### config.mk
export PLATFORM = sky130hd
export DESIGN_NAME = cubic_acc_ctrl
export DESIGN_NICKNAME = d
export VERILOG_FILES = /design/src/rtl/cubic_acc_ctrl.sv
export SDC_FILE = /design/constraint.sdc
export NUM_CORES = 1
export LEC_CHECK = 0
export CORE_AREA = 2 2 126 128
export CTS_BUF_LIST = sky130_fd_sc_hd__clkbuf_16
export CTS_CLUSTER_DIAMETER = 120
export DETAILED_ROUTE_END_ITERATION = 8
export DIE_AREA = 0 0 128 130
export PLACE_DENSITY = 0.78
export SETUP_SLACK_MARGIN = 0.05
export SYNTH_ARGS = -nofsm -noshare
export SYNTH_HDL_FRONTEND = slang
export SYNTH_SLANG_ARGS = --single-unit
### constraint.sdc
create_clock -name clock -period 3.04 [get_ports clock]
set_input_delay 0.608 -clock clock [delete_from_list [all_inputs] [get_ports clock]]
set_output_delay 0.608 -clock clock [all_outputs]
set_load 0.02 [all_outputs]
### src/rtl/cubic_acc_ctrl.sv
// Tile sequencer for the 8-lane cubic accumulation buffer array.
//
// Accepts one tile configuration at a time and latches the output-map geometry. It then counts
// cube-unit psum beats per input-channel pass, sequences quantisation and pooling, and counts
// returned results until the tile is complete.
//
// Ports:
//   clock, rst             clock, asynchronous active-high reset
//   cfg_*                  configuration handshake and tile geometry
//   cube_psums_valid       psum beat from the cube unit
//   buf_res_valid          result beat returned by the buffer array
//   new_tile, one_buf_end, qtf_start, pooling_start, tile_done, cfg_err
//                          registered one-cycle pulses
//   psums_valid            psum strobe to the buffer array, gated to the accumulate phase
//   busy                   tile in flight
//   seq_err                sticky, set by a psum beat outside the accumulate phase
module cubic_acc_ctrl #(
  parameter int unsigned QTF_LAT  = 4,
  parameter int unsigned MAX_PASS = 16
) (
  input  logic       clock,
  input  logic       rst,
  input  logic       cfg_valid,
  output logic       cfg_ready,
  input  logic [5:0] cfg_tile_height,
  input  logic [5:0] cfg_tile_length,
  input  logic [2:0] cfg_ksize,
  input  logic [2:0] cfg_stride,
  input  logic [1:0] cfg_pool_size,
  input  logic [4:0] cfg_passes,
  input  logic       cube_psums_valid,
  input  logic       buf_res_valid,
  output logic       new_tile,
  output logic       psums_valid,
  output logic       one_buf_end,
  output logic       qtf_start,
  output logic       pooling_start,
  output logic       busy,
  output logic       tile_done,
  output logic       cfg_err,
  output logic       seq_err
);

  localparam logic [5:0] MaxPass = 6'(MAX_PASS);
  localparam logic [3:0] QtfLat  = 4'(QTF_LAT);

  typedef enum logic [1:0] {StIdle, StAcc, StQtf, StDrain} state_e;

  state_e      state_q, state_d;
  logic [11:0] beat_cnt_q, beat_cnt_d;
  logic [4:0]  pass_cnt_q, pass_cnt_d;
  logic [11:0] res_cnt_q, res_cnt_d;
  logic [3:0]  wait_cnt_q, wait_cnt_d;
  logic [11:0] bpp_q, bpp_d;
  logic [11:0] exp_res_q, exp_res_d;
  logic [4:0]  passes_q, passes_d;
  logic        pool_en_q, pool_en_d;
  logic        new_tile_q, new_tile_d;
  logic        one_buf_end_q, one_buf_end_d;
  logic        qtf_start_q, qtf_start_d;
  logic        pooling_start_q, pooling_start_d;
  logic        tile_done_q, tile_done_d;
  logic        cfg_err_q, cfg_err_d;
  logic        seq_err_q, seq_err_d;

  // Geometry of the offered configuration; only meaningful when cfg_bad is low.
  logic [2:0]  stride_nz;
  logic [5:0]  diff_h, diff_w, out_h, out_w, pool_h, pool_w;
  logic [11:0] bpp_c, exp_res_c;
  logic        cfg_bad;

  always_comb begin
    stride_nz = (cfg_stride == 3'd0) ? 3'd1 : cfg_stride;  // keeps the divider defined
    diff_h    = cfg_tile_height - {3'b000, cfg_ksize};
    diff_w    = cfg_tile_length - {3'b000, cfg_ksize};
    out_h     = diff_h / {3'b000, stride_nz} + 6'd1;
    out_w     = diff_w / {3'b000, stride_nz} + 6'd1;
    pool_h    = out_h >> cfg_pool_size;
    pool_w    = out_w >> cfg_pool_size;
    bpp_c     = {6'd0, out_h} * {6'd0, out_w};
    exp_res_c = {6'd0, pool_h} * {6'd0, pool_w};
    cfg_bad   = (cfg_ksize == 3'd0) || (cfg_stride == 3'd0) ||
                ({3'b000, cfg_ksize} > cfg_tile_height) ||
                ({3'b000, cfg_ksize} > cfg_tile_length) ||
                (cfg_pool_size == 2'd3) || (cfg_passes == 5'd0) ||
                ({1'b0, cfg_passes} > MaxPass) || (exp_res_c == 12'd0);
  end

  always_comb begin
    state_d         = state_q;
    beat_cnt_d      = beat_cnt_q;
    pass_cnt_d      = pass_cnt_q;
    res_cnt_d       = res_cnt_q;
    wait_cnt_d      = wait_cnt_q;
    bpp_d           = bpp_q;
    exp_res_d       = exp_res_q;
    passes_d        = passes_q;
    pool_en_d       = pool_en_q;
    new_tile_d      = 1'b0;
    one_buf_end_d   = 1'b0;
    qtf_start_d     = 1'b0;
    pooling_start_d = 1'b0;
    tile_done_d     = 1'b0;
    cfg_err_d       = 1'b0;
    seq_err_d       = seq_err_q;

    if (cube_psums_valid && (state_q != StAcc)) seq_err_d = 1'b1;
    // Results count from accept onwards so early returns during QTF are not lost.
    if (buf_res_valid && (state_q != StIdle)) res_cnt_d = res_cnt_q + 12'd1;

    unique case (state_q)
      StIdle: begin
        if (cfg_valid) begin
          if (cfg_bad) begin
            cfg_err_d = 1'b1;
          end else begin
            state_d    = StAcc;
            new_tile_d = 1'b1;
            seq_err_d  = 1'b0;
            beat_cnt_d = '0;
            pass_cnt_d = '0;
            res_cnt_d  = '0;
            wait_cnt_d = '0;
            bpp_d      = bpp_c;
            exp_res_d  = exp_res_c;
            passes_d   = cfg_passes;
            pool_en_d  = (cfg_pool_size != 2'd0);
          end
        end
      end
      StAcc: begin
        if (cube_psums_valid) begin
          if (beat_cnt_q == bpp_q - 12'd1) begin
            beat_cnt_d    = '0;
            one_buf_end_d = 1'b1;
            pass_cnt_d    = pass_cnt_q + 5'd1;
            if (pass_cnt_q + 5'd1 == passes_q) begin
              state_d    = StQtf;
              wait_cnt_d = '0;
            end
          end else begin
            beat_cnt_d = beat_cnt_q + 12'd1;
          end
        end
      end
      StQtf: begin
        wait_cnt_d = wait_cnt_q + 4'd1;
        if (wait_cnt_q == 4'd0) begin
          qtf_start_d = 1'b1;
          if (!pool_en_q) state_d = StDrain;
        end else if (wait_cnt_q == QtfLat) begin
          pooling_start_d = 1'b1;
          state_d         = StDrain;
        end
      end
      StDrain: begin
        if (res_cnt_d >= exp_res_q) begin
          tile_done_d = 1'b1;
          state_d     = StIdle;
        end
      end
      default: state_d = StIdle;
    endcase
  end

  always_ff @(posedge clock or posedge rst) begin
    if (rst) begin
      state_q         <= StIdle;
      beat_cnt_q      <= '0;
      pass_cnt_q      <= '0;
      res_cnt_q       <= '0;
      wait_cnt_q      <= '0;
      bpp_q           <= '0;
      exp_res_q       <= '0;
      passes_q        <= '0;
      pool_en_q       <= 1'b0;
      new_tile_q      <= 1'b0;
      one_buf_end_q   <= 1'b0;
      qtf_start_q     <= 1'b0;
      pooling_start_q <= 1'b0;
      tile_done_q     <= 1'b0;
      cfg_err_q       <= 1'b0;
      seq_err_q       <= 1'b0;
    end else begin
      state_q         <= state_d;
      beat_cnt_q      <= beat_cnt_d;
      pass_cnt_q      <= pass_cnt_d;
      res_cnt_q       <= res_cnt_d;
      wait_cnt_q      <= wait_cnt_d;
      bpp_q           <= bpp_d;
      exp_res_q       <= exp_res_d;
      passes_q        <= passes_d;
      pool_en_q       <= pool_en_d;
      new_tile_q      <= new_tile_d;
      one_buf_end_q   <= one_buf_end_d;
      qtf_start_q     <= qtf_start_d;
      pooling_start_q <= pooling_start_d;
      tile_done_q     <= tile_done_d;
      cfg_err_q       <= cfg_err_d;
      seq_err_q       <= seq_err_d;
    end
  end

  always_comb begin
    cfg_ready     = (state_q == StIdle);
    busy          = (state_q != StIdle);
    psums_valid   = cube_psums_valid && (state_q == StAcc);
    new_tile      = new_tile_q;
    one_buf_end   = one_buf_end_q;
    qtf_start     = qtf_start_q;
    pooling_start = pooling_start_q;
    tile_done     = tile_done_q;
    cfg_err       = cfg_err_q;
    seq_err       = seq_err_q;
  end

endmodule

==> flow_summary_export.csv, run 1 <==
group,metric,value,unit
placed_design,dp_hpwl,18900,um
clock_network,cts_tree,"done",
clock_network,htreeDepth,3,
synth,synth.distinct_cells,70,
clock_network,cts_root_buf,"clkbuf_16",
floorplanning,dieWidth,128,um
final_layout,drive_gt1_share,43.61,%
grt,grtUsageMet3,4.674,%
synth,synth_area,8537,um^2
grt,grt_usage,35.69,%
clock_network,cts_buffer_depth,2,
grt,grt_max_degree,41,
timing,slew-limit-headroom,43.85,%
floorplanning,core_area,15420,um^2
detailed_routing,drc,0,
final_layout,syn2layout_area_growth,59.81,%
outcome,violations,"negative setup slack",
placed_design,place_ws,-10.47,ns
flow_run,drv_cap,0,
setup_path,max_stage_delay,0.58,ns
final_layout,stdcell_area,13640,um^2
timing,fmax,75.08,MHz
timing,skew,0.01383,ns
grt,first_global_vias,9665,
final_layout,layout.cells.non_filler,1594,
worst_hold_path,holdCritPathClass,"flop to flop",
setup_path,crit_path_max_fanout,5,
setup_path,crit_path_frequent_cell,"buf_4",
detailed_routing,vias_per_cell,6.759,
synth,syn_inst,1016,
synth,avgSynthCellArea,8.402,um^2
synth,ys_ff_latch,72,
clock_network,clkSinkCount,72,
final_layout,final_net_count,1566,
setup_path,r2r_start,"state_q[0]$_DFFE_PP0P_",
grt,use_met2,67.03,%
floorplanning,dieArea,16640,um^2
timing,hold_viol_final,0,
final_layout,multiInputGateArea,7636,um^2
timing,worstMarginPinSlew,0.8334,ns
grt,grt_pass1_wl,47380,um
worst_hold_path,hp-start,"exp_res_q[6]$_DFFE_PP0P_",
clock_network,clock_latency,0.35,ns
timing,setup_viol,69,
synth,seq_area_frac_synth,21.11,%
grt,antenna_found_initial,4,
placed_design,portBuffers,39,
timing,finalCritPeriodShare,438.2,%
grt,met1_usage,39.50,%
setup_path,cpMaxStageDelayCell,"or4b_4",
clock_network,numCtsBuffers,9,
synth,yosysWarnings,0,
final_layout,post-route-util,88.45,%
outcome,status,"finished with violations",
final_layout,fillers,634,
detailed_routing,num_vias,10774,
floorplanning,start_util,55.35,%
synth,async_flop_share,100.0,%
clock_network,holdBufCountCts,0,
clock_network,clkTransAtPathRegs,0.06,ns
timing,setup_ws,-10.28,ns
floorplanning,num_rows,46,
setup_path,required,3.28,ns
floorplanning,fp.dieH,130,um
synth,synth_fp_nets,1185,
final_layout,seqCellArea,1802,um^2
setup_path,startpoint,"cfg_ksize[1]",
setup_path,cp-start-kind,"primary input",
grt,gr-max-usage-layer,"met2",
detailed_routing,drt_wl_total,40080,um
synth,synth-main-ff-cell,"dfrtp_1",
detailed_routing,wl_per_cell,25.15,um
setup_path,path_class,"primary input to flop",
placed_design,placed_area,11600,um^2
placed_design,gp_congestion,0.9752,
setup_path,crit_arrival,13.56,ns
floorplanning,ios,40,
grt,gr-total-overflow,0,
timing,drv_slew,0,
detailed_routing,initialDrtViolationCount,1458,
placed_design,placed_cells,1495,
timing,fin_crit,13.32,ns
setup_path,crit_path_end_kind,"flop",
synth,synth_edf_count,0,
detailed_routing,drtPass1Iterations,8,
detailed_routing,detail-route-antenna-nets,0,
timing,rsz0062_at_grt,"yes",
final cells by class:
type,count,area share (%)
clock inverter,6,0.3852
inverter,99,2.834
tap,192,1.761
clock buffer,9,1.651
timing repair buffer,394,24.17
sequential,72,13.21
multi-input combinational,821,55.97
antenna,1,0.01834
critical path: cells and delay by family:
family / cells / cell delay [ns]
adder cells (fa/ha/maj): 10 / 3.49
AND/OR/NAND/NOR: 15 / 3.08
buffers and inverters: 17 / 1.75
multiplexers: 1 / 0.25
XOR/XNOR: 1 / 0.18
AO/OA/AOI/OAI: 24 / 4.19
Yosys cell counts, types with 22 or more instances:
library cell  count  area [um^2]
ha_1            103         1289
inv_1            99        371.6
nand2_1          88        330.3
nor2_1           79        296.5
dfrtp_1          72         1802
o21ai_0          59        295.3
xnor2_1          40        350.3
a21oi_1          37        185.2
fa_1             36        720.7
nor3_1           27        135.1
nor2b_1          23        143.9
and2_1           22        137.6
and3_1           22        137.6
nand2b_1         22        137.6
timing repair:
item,CTS,global route
setup endpoints to repair,69,70
gates resized for setup,139,125
setup buffers,54,29
pin swaps,89,101
gates cloned,3,1
metal layers:
metal / up-vias / share of wire, % / routed length [um]
li1: 4332 / - / -
met1: 5005 / 32 / 12920
met2: 999 / 46 / 18530
met3: 434 / 11 / 4393
met4: 4 / 10 / 4158
met5: - / 0.19 / 76
layout by cell type, fill, tap and decap left out, drive strengths merged, types with 22 or more instances in the layout:
cell	instances
and2	22
ha	103
dfrtp	72
fa	36
clkdlybuf4s50	28
nor2b	23
a21oi	38
nand2b	22
inv	100
buf	357
nor2	79
mux2	25
xnor2	40
nand2	88
and3	22
nor3	27
o21ai	70
path summary, 6_finish.rpt:
kind	endpoint	slack [ns]	cells after the start
worst max-delay path	beat_cnt_q[10]$_DFFE_PP0P_	-10.28	68
worst min-delay path	exp_res_q[6]$_DFFE_PP0P_	0.53	2
worst max register to register	state_q[1]$_DFFE_PP0P_	-0.99	16
worst min register to register	exp_res_q[6]$_DFFE_PP0P_	0.53	2
max in group asynchronous	exp_res_q[9]$_DFFE_PP0P_	1.62	3
min in group asynchronous	beat_cnt_q[7]$_DFFE_PP0P_	0.73	2
state kept, by name, summed over array words and instances (netlist names):
register	flops
pooling_start	1
qtf_start	1
tile_done	1
state_q	2
wait_cnt_q	4
one_buf_end	1
passes_q	5
cfg_err	1
new_tile	1
res_cnt_q	12
pass_cnt_q	5
pool_en_q	1
exp_res_q	12
bpp_q	12
seq_err	1
beat_cnt_q	12
stage by stage:
stage	hold WS [ns]	setup TNS, ns
4_1_cts	0.5272	-623.59
2_1_floorplan	0.4649	-626.82
3_3_place_gp	0.4833	-682.90
5_1_grt	0.5436	-715.58
3_5_place_dp	0.5056	-700.45
6_report	0.5286	-682.50
cells by family (layout without fill, tap and decap cells):
group / Yosys count / after routing / share of synthesized area (%)
AND/OR/NAND/NOR: 358 / 358 / 21.11
AO/OA/AOI/OAI: 227 / 227 / 17.69
adder cells (fa/ha/maj): 139 / 139 / 23.54
buffers and inverters: 123 / 508 / 5.687
flip-flops: 72 / 72 / 21.11
XOR/XNOR: 59 / 59 / 6.053
multiplexers: 38 / 38 / 4.822
other: 0 / 1 / 0
Power of run 1 is left out: the tool's default activity adds up to more than one toggle a clock period on the data nets, which glitch-free logic cannot reach.
==> run 2: changes to the inputs <==
--- a/config.mk
+++ b/config.mk
@@ -5,6 +5,7 @@
 export SDC_FILE = /design/constraint.sdc
 export NUM_CORES = 1
 export LEC_CHECK = 0
+export ABC_AREA = 1
 export CORE_AREA = 2 2 126 128
 export CTS_BUF_LIST = sky130_fd_sc_hd__clkbuf_16
 export CTS_CLUSTER_DIAMETER = 120
==> flow_summary_export.csv, run 2 <==
group,metric,value,unit
grt,grt_usage,34.92,%
synth,ys_ff_latch,72,
grt,gr-total-overflow,0,
clock_network,cts_buffer_depth,2,
synth,synth.distinct_cells,44,
setup_path,reg2reg_depth,22,
grt,grt_max_degree,73,
placed_design,gp_congestion,0.9206,
setup_path,r2r_start,"state_q[1]$_DFFE_PP0P_",
synth,synth_top_cell_area_share,21.07,%
synth,synth_largest_area_cell,"dfrtp_1",
floorplanning,core_area,15420,um^2
detailed_routing,detail-route-antenna-nets,0,
setup_path,r2r_end,"state_q[1]$_DFFE_PP0P_",
outcome,violations,"negative setup slack",
worst_hold_path,hp-start,"beat_cnt_q[3]$_DFFE_PP0P_",
placed_design,placed_area,11070,um^2
detailed_routing,drt_wl_total,41610,um
clock_network,clkSinkCount,72,
synth,yosysWarnings,0,
placed_design,portBuffers,39,
floorplanning,start_util,55.43,%
outcome,status,"finished with violations",
grt,antenna_found_initial,1,
setup_path,cpMaxStageDelayCell,"fa_1",
timing,fin_hold_ws,0.5149,ns
final_layout,antenna_cells,0,
synth,synth-main-ff-cell,"dfrtp_1",
timing,fmax,78.65,MHz
detailed_routing,num_vias,11304,
synth,yosysMostFrequentCell,"nand2_1",
placed_design,dp_hpwl,17310,um
clock_network,cts_tree,"done",
grt,first_global_vias,10146,
synth,synth_fp_nets,1353,
setup_path,crit_path_max_fanout,7,
setup_path,crit_path_frequent_cell,"nand2_2",
floorplanning,dieWidth,128,um
detailed_routing,drtPass1Iterations,7,
floorplanning,dieArea,16640,um^2
final_layout,fillers,618,
synth,synth_top_family_by_area,"simple AND/OR/NAND/NOR gates",
worst_hold_path,holdCritPathClass,"flop to flop",
synth,avgSynthCellArea,7.221,um^2
detailed_routing,wl_per_cell,23.34,um
setup_path,crit_arrival,12.95,ns
timing,slew-limit-headroom,68.48,%
worst_hold_path,min_to,"beat_cnt_q[3]$_DFFE_PP0P_",
synth,synth_fa_ha_area_share,23.50,%
setup_path,critPathBufInv,19,
synth,yosys-top-cells-count,"270 x nand2_1, 209 x inv_1, 111 x nor2_1",
synth,synth_simple_gate_area_share,28.07,%
synth,synth_edf_count,0,
setup_path,regToRegSetupSlack,-0.74,ns
floorplanning,ios,40,
detailed_routing,drc,0,
timing,worstMarginPinSlew,0.4685,ns
detailed_routing,initialDrtViolationCount,1706,
synth,synthMuxAreaShare,0,%
timing,rsz0062_at_grt,"yes",
synth,synth.area.top_cells,"dfrtp_1 21%, ha_1 15%, nand2_1 12%, inv_1 9.2%, fa_1 8.4%",
worst_hold_path,hold_depth,2,
final_layout,final_cell_mix,"345 x buf_4, 189 x nand2_1, 179 x inv_1",
setup_path,crit_path_end_kind,"flop",
timing,skew,0.01182,ns
flow_run,drv_cap,0,
clock_network,clock_latency,0.35,ns
setup_path,worst_path_dominant_cell_family,"simple AND/OR/NAND/NOR gates",
timing,finalCritPeriodShare,418.3,%
detailed_routing,vias_per_cell,6.340,
clock_network,htreeDepth,3,
timing,drv_slew,0,
final_layout,final_common_cell,"buf_4",
setup_path,max_stage_delay,0.54,ns
grt,grt_pass1_wl,46510,um
clock_network,clkTransAtPathRegs,0.06,ns
timing,fin_crit,12.71,ns
setup_path,path_class,"primary input to flop",
synth,synth-xor-area-share,6.966,%
setup_path,cp-start-kind,"primary input",
clock_network,numCtsBuffers,9,
timing,setup_ws,-9.675,ns
clock_network,holdBufCountCts,0,
synth,synth_area,8549,um^2
final_layout,syn2layout_area_growth,60.47,%
final_layout,stdcell_area,13720,um^2
clock_network,cts_root_buf,"clkbuf_16",
final_layout,final_net_count,1755,
timing,hold_viol_final,0,
setup_path,required,3.27,ns
synth,syn_inst,1184,
floorplanning,num_rows,46,
synth,async_flop_share,100.0,%
final_layout,drive_gt1_share,44.19,%
floorplanning,fp.dieH,130,um
timing,setup_viol,69,
synth,synth_compound_area_share,9.161,%
synth,seq_area_frac_synth,21.07,%
-- run 2: worst reg2reg max path, delay by kind of cell, from the launching register on --
kind / cells / cell delay [ns]
flops: 1 / 0.37
simple gates: 11 / 1.36
xor+xnor: 1 / 0.18
buf+inv: 5 / 0.56
fa+ha+maj: 2 / 0.49
compound gates: 3 / 0.70
-- run 2: cell families after synthesis --
| family | count (synthesis) |
|---|---|
| AOI/OAI and AO/OA | 126 |
| DFF | 72 |
| adders and majority gates | 139 |
| xor gates and xnor gates | 68 |
| buffers and inverters | 239 |
| and+or+nand+nor | 540 |
-- run 2: how the worst max path moves through the flow --
stage / cells after the start / to / slack [ns] / from
2_1_floorplan: 81 / beat_cnt_q[0]$_DFFE_PP0P_ / -7.63 / cfg_ksize[2]
3_3_place_gp: 81 / pass_cnt_q[0]$_DFFE_PP0P_ / -8.44 / cfg_ksize[2]
3_5_place_dp: 81 / pass_cnt_q[3]$_DFFE_PP0P_ / -8.83 / cfg_ksize[2]
4_1_cts: 83 / exp_res_q[8]$_DFFE_PP0P_ / -7.60 / cfg_ksize[2]
5_1_grt: 78 / exp_res_q[0]$_DFFE_PP0P_ / -10.15 / cfg_ksize[2]
6_report: 81 / pass_cnt_q[3]$_DFFE_PP0P_ / -9.67 / cfg_ksize[2]
-- run 2: per-stage QoR --
step	TNS, ns	util, %	worst slack, ns	cells
detailed placement	-594.01	71.76	-8.826	1627
CTS	-512.97	81.68	-7.603	1740
floorplan	-516.37	-	-7.629	1184
finish	-653.23	88.94	-9.675	1783
global placement	-569.18	71.76	-8.436	1627
global route	-679.08	88.94	-10.15	1783
-- run 2: what timing repair did --
item	in CTS	in global routing
resized for setup	141	193
cloned	5	1
buffers inserted	93	42
endpoints found under the setup margin	68	69
pin swaps	98	127
-- run 2: cell type report --
type                    count  area [um^2]  area share, %
multi-input cells         877         7214          52.59
repair buffers            402         3258          23.75
flip-flops and latches     72         1802          13.13
inverters                 224        878.3          6.402
well taps                 192        240.2          1.751
clock buffers               9        225.2          1.642
clock inverters             7        101.3         0.7387
-- run 2: layer usage --
| layer | vias up | share of wire (%) | GRT usage (%) |
|---|---|---|---|
| met5 | - | 0.024 | 0 |
| met4 | 2 | 13 | 21.85 |
| met3 | 544 | 11 | 4.797 |
| met2 | 1059 | 45 | 68.01 |
| met1 | 5127 | 30 | 35.01 |
| li1 | 4572 | - | - |
Power of run 2 is left out for the same reason.
